--- src/rtl/game_pkg.sv ---
// Shared constants, types and bus field helpers for the obstacle/collision logic.
package game_pkg;

   localparam int NUM_OBSTACLES = 10;
   localparam int SCREEN_WIDTH  = 640;
   localparam int UPPER_BOUND   = 20;
   localparam int LOWER_BOUND   = 460;
   localparam int PLAYER_X      = 80;
   localparam int PLAYER_SIZE_X = 40;
   localparam int PLAYER_SIZE_Y = 40;
   localparam int OFFSCREEN_X   = 700;
   localparam int OFFSCREEN_Y   = 500;

   localparam logic [3:0] HIT_BOUNDARY = 4'hF;

   typedef enum logic [1:0] {GM_IDLE = 2'b00, GM_RUN = 2'b01} gamemode_t;
   typedef enum logic [1:0] {ST_IDLE, ST_SCAN, ST_REPORT} state_t;

   function automatic logic [9:0] get_left(input logic [19:0] x);
      return x[19:10];
   endfunction

   function automatic logic [9:0] get_right(input logic [19:0] x);
      return x[9:0];
   endfunction

   function automatic logic [8:0] get_top(input logic [17:0] y);
      return y[17:9];
   endfunction

   function automatic logic [8:0] get_bottom(input logic [17:0] y);
      return y[8:0];
   endfunction

endpackage

--- src/rtl/collision_detector_if.sv ---
// Frame-tick scan request, obstacle bus and crash report between game logic and detector.
interface collision_detector_if;
   import game_pkg::*;

   logic [1:0]                          gamemode;
   logic                                start;
   logic [NUM_OBSTACLES-1:0][19:0]      obstacle_x;
   logic [NUM_OBSTACLES-1:0][17:0]      obstacle_y;
   logic [8:0]                          player_y;
   logic                                busy;
   logic                                done;
   logic                                crash;
   logic [3:0]                          hit_index;

   modport master (output gamemode, start, obstacle_x, obstacle_y, player_y,
                   input  busy, done, crash, hit_index);
   modport slave  (input  gamemode, start, obstacle_x, obstacle_y, player_y,
                   output busy, done, crash, hit_index);
endinterface

--- src/rtl/rect_overlap.sv ---
// Strict rectangle overlap: touching edges do not count as a hit.
module rect_overlap (
   input  logic [10:0] a_l_i,
   input  logic [10:0] a_r_i,
   input  logic [10:0] a_t_i,
   input  logic [10:0] a_b_i,
   input  logic [10:0] b_l_i,
   input  logic [10:0] b_r_i,
   input  logic [10:0] b_t_i,
   input  logic [10:0] b_b_i,
   output logic        hit_o
);
   assign hit_o = (a_l_i < b_r_i) && (a_r_i > b_l_i) &&
                  (a_t_i < b_b_i) && (a_b_i > b_t_i);
endmodule

--- src/rtl/collision_detector.sv ---
// Snapshots the obstacle bus on a frame tick, scans one slot per cycle, and
// raises a sticky crash flag with the lowest offending slot (0xF = play-area boundary).
module collision_detector
   import game_pkg::*;
(
   input  logic                 clk,
   input  logic                 rst_n,
   collision_detector_if.slave  bus
);

   state_t                          state_q, state_d;
   logic [NUM_OBSTACLES-1:0][19:0]  snap_x_q;
   logic [NUM_OBSTACLES-1:0][17:0]  snap_y_q;
   logic [8:0]                      py_q;
   logic [3:0]                      idx_q;
   logic                            pend_vld_q;
   logic [3:0]                      pend_idx_q;
   logic                            crash_q;
   logic [3:0]                      hit_idx_q;

   logic        run, clr, start_acc, scan_step, last_slot;
   logic [19:0] cur_x;
   logic [17:0] cur_y;
   logic        slot_live, ovl_hit, slot_hit, bnd_hit;

   assign run       = (bus.gamemode == GM_RUN);
   assign clr       = (bus.gamemode == GM_IDLE);
   assign start_acc = (state_q == ST_IDLE) && bus.start && run && !crash_q;
   assign scan_step = (state_q == ST_SCAN) && run;
   assign last_slot = (idx_q == 4'(NUM_OBSTACLES - 1));

   assign cur_x     = snap_x_q[idx_q];
   assign cur_y     = snap_y_q[idx_q];
   assign slot_live = ({1'b0, get_left(cur_x)} < 11'(SCREEN_WIDTH));
   assign slot_hit  = slot_live && ovl_hit;
   assign bnd_hit   = (py_q < 9'(UPPER_BOUND)) ||
                      (({1'b0, py_q} + 10'(PLAYER_SIZE_Y)) > 10'(LOWER_BOUND));

   rect_overlap u_ovl (
      .a_l_i (11'(PLAYER_X)),
      .a_r_i (11'(PLAYER_X + PLAYER_SIZE_X)),
      .a_t_i ({2'b0, py_q}),
      .a_b_i ({2'b0, py_q} + 11'(PLAYER_SIZE_Y)),
      .b_l_i ({1'b0, get_left(cur_x)}),
      .b_r_i ({1'b0, get_right(cur_x)}),
      .b_t_i ({2'b0, get_top(cur_y)}),
      .b_b_i ({2'b0, get_bottom(cur_y)}),
      .hit_o (ovl_hit)
   );

   always_ff @(posedge clk or negedge rst_n) begin
      if (!rst_n) state_q <= ST_IDLE;
      else        state_q <= state_d;
   end

   always_comb begin
      state_d = state_q;
      if (clr) begin
         state_d = ST_IDLE;
      end else begin
         case (state_q)
            ST_IDLE:   if (start_acc) state_d = ST_SCAN;
            ST_SCAN:   if (run && last_slot) state_d = ST_REPORT;
            ST_REPORT: state_d = ST_IDLE;
            default:   state_d = ST_IDLE;
         endcase
      end
   end

   always_comb begin
      bus.busy      = (state_q == ST_SCAN);
      bus.done      = (state_q == ST_REPORT);
      bus.crash     = crash_q;
      bus.hit_index = hit_idx_q;
   end

   always_ff @(posedge clk or negedge rst_n) begin
      if (!rst_n) begin
         snap_x_q   <= {NUM_OBSTACLES{10'(OFFSCREEN_X), 10'(OFFSCREEN_X)}};
         snap_y_q   <= {NUM_OBSTACLES{9'(OFFSCREEN_Y), 9'(OFFSCREEN_Y)}};
         py_q       <= '0;
         idx_q      <= '0;
         pend_vld_q <= 1'b0;
         pend_idx_q <= '0;
         crash_q    <= 1'b0;
         hit_idx_q  <= '0;
      end else if (clr) begin
         idx_q      <= '0;
         pend_vld_q <= 1'b0;
         crash_q    <= 1'b0;
         hit_idx_q  <= '0;
      end else begin
         if (start_acc) begin
            snap_x_q   <= bus.obstacle_x;
            snap_y_q   <= bus.obstacle_y;
            py_q       <= bus.player_y;
            idx_q      <= '0;
            pend_vld_q <= 1'b0;
            pend_idx_q <= '0;
         end
         // Only the first hit sticks; the boundary check rides along with slot 0 so it wins.
         if (scan_step) begin
            idx_q <= idx_q + 4'd1;
            if (!pend_vld_q) begin
               if ((idx_q == 4'd0) && bnd_hit) begin
                  pend_vld_q <= 1'b1;
                  pend_idx_q <= HIT_BOUNDARY;
               end else if (slot_hit) begin
                  pend_vld_q <= 1'b1;
                  pend_idx_q <= idx_q;
               end
            end
         end
         if ((state_q == ST_REPORT) && pend_vld_q) begin
            crash_q   <= 1'b1;
            hit_idx_q <= pend_idx_q;
         end
      end
   end

endmodule

--- src/flat_wrapper.sv ---
// flat-port wrapper written by rule: the top's interface ports become plain ports
module collision_detector_flat import game_pkg::*;
  (clk, rst_n, bus_gamemode, bus_start, bus_obstacle_x, bus_obstacle_y, bus_player_y, bus_busy, bus_done, bus_crash, bus_hit_index);
  collision_detector_if bus_i ();
  input  logic clk;
  input  logic rst_n;
  input wire logic [$bits(bus_i.gamemode)-1:0] bus_gamemode;
  input wire logic [$bits(bus_i.start)-1:0] bus_start;
  input wire logic [$bits(bus_i.obstacle_x)-1:0] bus_obstacle_x;
  input wire logic [$bits(bus_i.obstacle_y)-1:0] bus_obstacle_y;
  input wire logic [$bits(bus_i.player_y)-1:0] bus_player_y;
  output wire logic [$bits(bus_i.busy)-1:0] bus_busy;
  output wire logic [$bits(bus_i.done)-1:0] bus_done;
  output wire logic [$bits(bus_i.crash)-1:0] bus_crash;
  output wire logic [$bits(bus_i.hit_index)-1:0] bus_hit_index;
  assign bus_i.gamemode = bus_gamemode;
  assign bus_i.start = bus_start;
  assign bus_i.obstacle_x = bus_obstacle_x;
  assign bus_i.obstacle_y = bus_obstacle_y;
  assign bus_i.player_y = bus_player_y;
  assign bus_busy = bus_i.busy;
  assign bus_done = bus_i.done;
  assign bus_crash = bus_i.crash;
  assign bus_hit_index = bus_i.hit_index;
  collision_detector u_core (.clk(clk), .rst_n(rst_n), .bus(bus_i));
endmodule
--- config.mk ---
export PLATFORM = sky130hd
export DESIGN_NAME = collision_detector_flat
export DESIGN_NICKNAME = d
export VERILOG_FILES = /design/src/rtl/game_pkg.sv /design/src/rtl/collision_detector_if.sv /design/src/rtl/rect_overlap.sv /design/src/rtl/collision_detector.sv /design/src/flat_wrapper.sv
export SDC_FILE = /design/constraint.sdc
export NUM_CORES = 1
export LEC_CHECK = 0
export ABC_CLOCK_PERIOD_IN_PS = 11350
export CORE_ASPECT_RATIO = 0.7
export CORE_MARGIN = 2
export CORE_UTILIZATION = 53
export DETAILED_ROUTE_END_ITERATION = 8
export PLACE_DENSITY = 0.82
export SYNTH_ARGS = -nofsm -noshare
export SYNTH_HDL_FRONTEND = slang
export SYNTH_HIERARCHICAL = 1
export SYNTH_SLANG_ARGS = --single-unit
--- constraint.sdc ---
create_clock -name clk -period 11.35 [get_ports clk]
set_input_delay 2.27 -clock clk [delete_from_list [all_inputs] [get_ports clk]]
set_output_delay 2.27 -clock clk [all_outputs]
set_load 0.1 [all_outputs]
==> metrics.md <==
| Metric | Value |
|---|---|
| Total core area | `between 30000 and 40000 um2` |
| Final period util | `44.5%` |
| Clock skew | `approximately 0.022 ns` |
| Final Hold Viols | `0` |
| DR vias/cell | `~5.7` |
| Final critical-path required period | `about 5.1 ns` |
| Htree depth | `2` |
| Max Cap Viol | `0` |
| Seq/Total Area, Yosys | `53.3%` |
| VDD IR max | `approximately 0.13 mV` |
| Hold_sp | `u_core/snap_x_q[130]$_DFFE_PN0P_` |
| Post-CTS sizing | `0` |
| PortBufs | `400` |
| Post-Layout Cell Count | `between 2k and 2.5k` |
| Syn_area_per_cell | `about 14 um2` |
| Mapped Area | `19600 um2` |
| DR WL/cell | `around 23 um` |
| Worst Hold Path Cells | `1` |
| Simple-gate share of the synthesized area | `about 2.7%` |
| CTS Sinks | `around 400` |
| CTS tree | `yes` |
| DR vias | `12.8k` |
| Status | `complete, no violations` |
| Total CTS buffers | `39` |
| Drt first pass iters | `5` |
| Largest net degree at the start of global routing | `approximately 180` |
| Placer congestion estimate | `0.808` |
| DP Wirelength | `~37000 um` |
| Critical Path Sink Type | `flip-flop` |
| Critical Path Start Type | `flip-flop` |
| Die Span Y | `roughly 160 um` |
| R2R setup slack | `~6.3 ns` |
| Total power | `about 0.0049 W` |
| Total number of yosys warnings | `6` |
| GR Overflow Total | `0` |
| Drt drc | `0` |
| Die ar. | `roughly 39000 um2` |
| Postcts setup bufs | `0` |
| Layout fillers | `between 2k and 2.5k` |
| Drt first-iter violations | `816` |
| Top FF cell, synth | `dfstp_2` |
| Routed Antenna Nets | `0` |
| CTS root buf | `clkbuf_16` |
| Layout area overhead | `29.9%` |
| Cell Area, Placed | `~24000 um2` |
| Fmax achieved | `~200 MHz` |
| CTS Buffer Depth | `3` |
| Fraction of synthesized area in multiplexers | `about a third` |
| Layout cells sized above 1 | `between 40% and 50%` |
| Actual slew at the worst max-slew pin | `~1.1 ns` |
| Yosys cell types | `55` |
| Final net count | `between 2k and 2.5k` |
| Row cnt | `58` |
| Worst Hold Class | `flip-flop to flip-flop` |
| Area share of xor/xnor cells in the synthesized design | `less than 1%` |
| Clock-pin slew on the worst setup and hold paths | `0.06 ns` |
| Max transition margin | `27.6%` |
| R2R Path End | `u_core/pend_idx_q[3]$_DFFE_PN0N_` |
| I/O pin count | `approximately 400` |
| Routed wire length | `~52000 um` |
| Flops & latches, synth | `405` |
| CTS Hold Bufs | `0` |
| Antenna violations before repair | `12` |
| WHS Endpoint | `u_core/snap_x_q[130]$_DFFE_PN0P_` |
| Crit path DAT | `between 5 and 6 ns` |
| Placed cell count | `approximately 2.2k` |
| Clock Latency Late Sink | `0.55 ns` |
| Share of synthesized flip-flops with an asynchronous set or reset | `100%` |
| R2r worst-path depth | `17` |
| Crit-path max FO | `40` |
| Reg2Reg Launch Point | `u_core/idx_q[0]$_DFFE_PN0P_` |
| Syn Inst Count | `between 1k and 1.5k` |
| Compound-Gate Fraction of Synth Area | `between 4 and 5%` |
| Chip Width | `between 200 and 250 um` |
| # setup viols final | `0` |
| CP Data Required Time | `between 10 and 15 ns` |
| All-Layer GR Usage | `a little over a quarter` |
| P per Cell Area | `195 nW/um2` |
| Leakage | `a little over 10 nW` |
| Post-synth EDFFs | `0` |
| Number of global-route vias before repair | `13.8k` |
| Starting Density | `a little over half` |
| RSZ-0062 raised after global routing | `no` |
| Adder-Cell Fraction of Synth Area | `3.00%` |
| Crit path kind | `flip-flop to flip-flop` |
| First-pass GRT wire length | `approximately 80000 um` |
| Fin. max-slew vios | `0` |
| Setup TNS | `0 ns` |
| Design Area, Final | `25400 um2` |
| Largest family of logic cells by synthesized area | `multiplexers` |
==> logic make-up (layout without fill, tap and decap cells) <==
family	Yosys count	in the layout
AO/OA/AOI/OAI	143	143
adder cells (fa/ha/maj)	47	47
buffers and inverters	132	535
AND/OR/NAND/NOR	110	110
flip-flops	405	405
other	2	35
XOR/XNOR	5	5
multiplexers	507	507
==> placed cells by master, fill, tap and decap left out, types with 10 or more instances in the layout <==
master | synthesis | layout
mux4_2 | 72 | 72
inv_1 | 50 | 49
a22oi_1 | 35 | 35
clkbuf_1 | 66 | 14
buf_4 | 0 | 13
clkdlybuf4s50_1 | 0 | 399
nor2_1 | 16 | 15
clkbuf_16 | 0 | 40
a21oi_1 | 23 | 23
mux2i_1 | 10 | 10
dfstp_2 | 240 | 240
dfrtp_1 | 165 | 162
clkbuf_8 | 0 | 12
o21ai_0 | 44 | 44
ha_1 | 47 | 47
nand2_1 | 49 | 48
mux2_2 | 425 | 425
conb_1 | 2 | 31
==> worst max path at each step <==
stage,startpoint,endpoint,slack [ns],depth (start not counted)
after floorplan,u_core/idx_q[0]$_DFFE_PN0P_,u_core/pend_idx_q[0]$_DFFE_PN0N_,7.40,18
after global placement,bus_gamemode[0],u_core/snap_x_q[6]$_DFFE_PN0P_,6.08,5
after detailed placement,bus_gamemode[0],u_core/snap_x_q[71]$_DFFE_PN0P_,5.98,5
after CTS,u_core/idx_q[0]$_DFFE_PN0P_,u_core/pend_idx_q[3]$_DFFE_PN0N_,6.26,17
after global routing,u_core/idx_q[0]$_DFFE_PN0P_,u_core/pend_idx_q[1]$_DFFE_PN0N_,5.93,17
final,u_core/idx_q[0]$_DFFE_PN0P_,u_core/pend_idx_q[3]$_DFFE_PN0N_,6.30,17
==> through the flow <==
| step | setup slack (ns) | hold slack, ns | util (%) |
|---|---|---|---|
| after floorplan | 7.40 | 0.474 | - |
| after global placement | 6.08 | 0.482 | 66.7 |
| after detailed placement | 5.98 | 0.488 | 66.7 |
| after CTS | 6.26 | 0.502 | 70.3 |
| after global routing | 5.93 | 0.511 | 70.4 |
| final | 6.30 | 0.501 | 70.4 |
==> worst max-delay path, stage by stage, from the launching register on <==
cell       delay (ns)
dfrtp_4          0.58
buf_4            0.62
buf_4            0.52
mux4_2           0.65
nand2_1          0.10
o21ai_0          0.08
inv_1            0.09
ha_1             0.25
a21oi_1          0.15
o21a_1           0.15
o22ai_1          0.07
nor4_1           0.28
and4_1           0.29
inv_1            0.07
a2111oi_2        0.20
a32o_2           0.28
a21boi_2         0.10
a221o_1          0.38
==> cell type report <==
class	count	area (um2)	share of cell area, %
antenna	4	10.0	0.0394
clock buffer	66	1220	4.79
clock inverter	5	90.1	0.354
inverter	50	188	0.738
multi-input combinational	843	8750	34.4
sequential	405	10400	41.1
tap	480	601	2.36
timing repair buffer	414	4130	16.2
==> synthesized netlist by cell type (2+ instances only) <==
cell | n | area [um2]
o22ai_1 | 4 | 25.0
xor2_1 | 2 | 17.5
xnor2_1 | 3 | 26.3
o21a_1 | 3 | 22.5
o21ai_0 | 44 | 220
nor2b_1 | 5 | 31.3
nand4_1 | 9 | 56.3
dfstp_2 | 240 | 6310
clkbuf_1 | 66 | 248
a22oi_1 | 35 | 263
nor4_1 | 2 | 12.5
mux4_2 | 72 | 1620
conb_1 | 2 | 7.51
buf_1 | 4 | 15.0
nand3_1 | 9 | 45.0
o31ai_1 | 2 | 15.0
a21o_1 | 8 | 60.1
inv_1 | 50 | 188
a211oi_1 | 5 | 37.5
nand3b_1 | 3 | 22.5
a221o_1 | 5 | 50.1
ha_1 | 47 | 588
dfrtp_1 | 165 | 4130
mux2_2 | 425 | 4790
a21oi_1 | 23 | 115
nor2_1 | 16 | 60.1
buf_2 | 11 | 55.1
nor3_1 | 4 | 20.0
mux2i_1 | 10 | 100
nand2_1 | 49 | 184
nand2b_1 | 4 | 25.0
==> where the power goes <==
| part | switching (W) | internal (W) | total, W |
|---|---|---|---|
| Sequential | 0.000244 | 0.00205 | 0.00229 |
| Combinational | 0.000524 | 0.000801 | 0.00133 |
| Clock | 0.000552 | 0.000777 | 0.00133 |
| Total | 0.00132 | 0.00363 | 0.00495 |
==> flip-flops by register name (all words and copies together), names as in the netlist <==
name,flops
u_core/snap_x_q,200
u_core/snap_y_q,180
u_core/py_q,9
u_core/bus.hit_index,4
u_core/idx_q,4
u_core/pend_idx_q,4
u_core/state_q,2
u_core/bus.crash,1
u_core/pend_vld_q,1
==> layer usage <==
| layer | vias up | global-route usage (%) | share of wire [%] |
|---|---|---|---|
| met5 | - | 0 | 0.19 |
| met2 | 381 | 43.3 | 48 |
| li1 | 5745 | - | - |
| met4 | 16 | 7.05 | 2.1 |
| met3 | 97 | 7.27 | 7.2 |
| met1 | 6602 | 37.4 | 43 |
No activity file was read; power rests on OpenSTA's default activity.
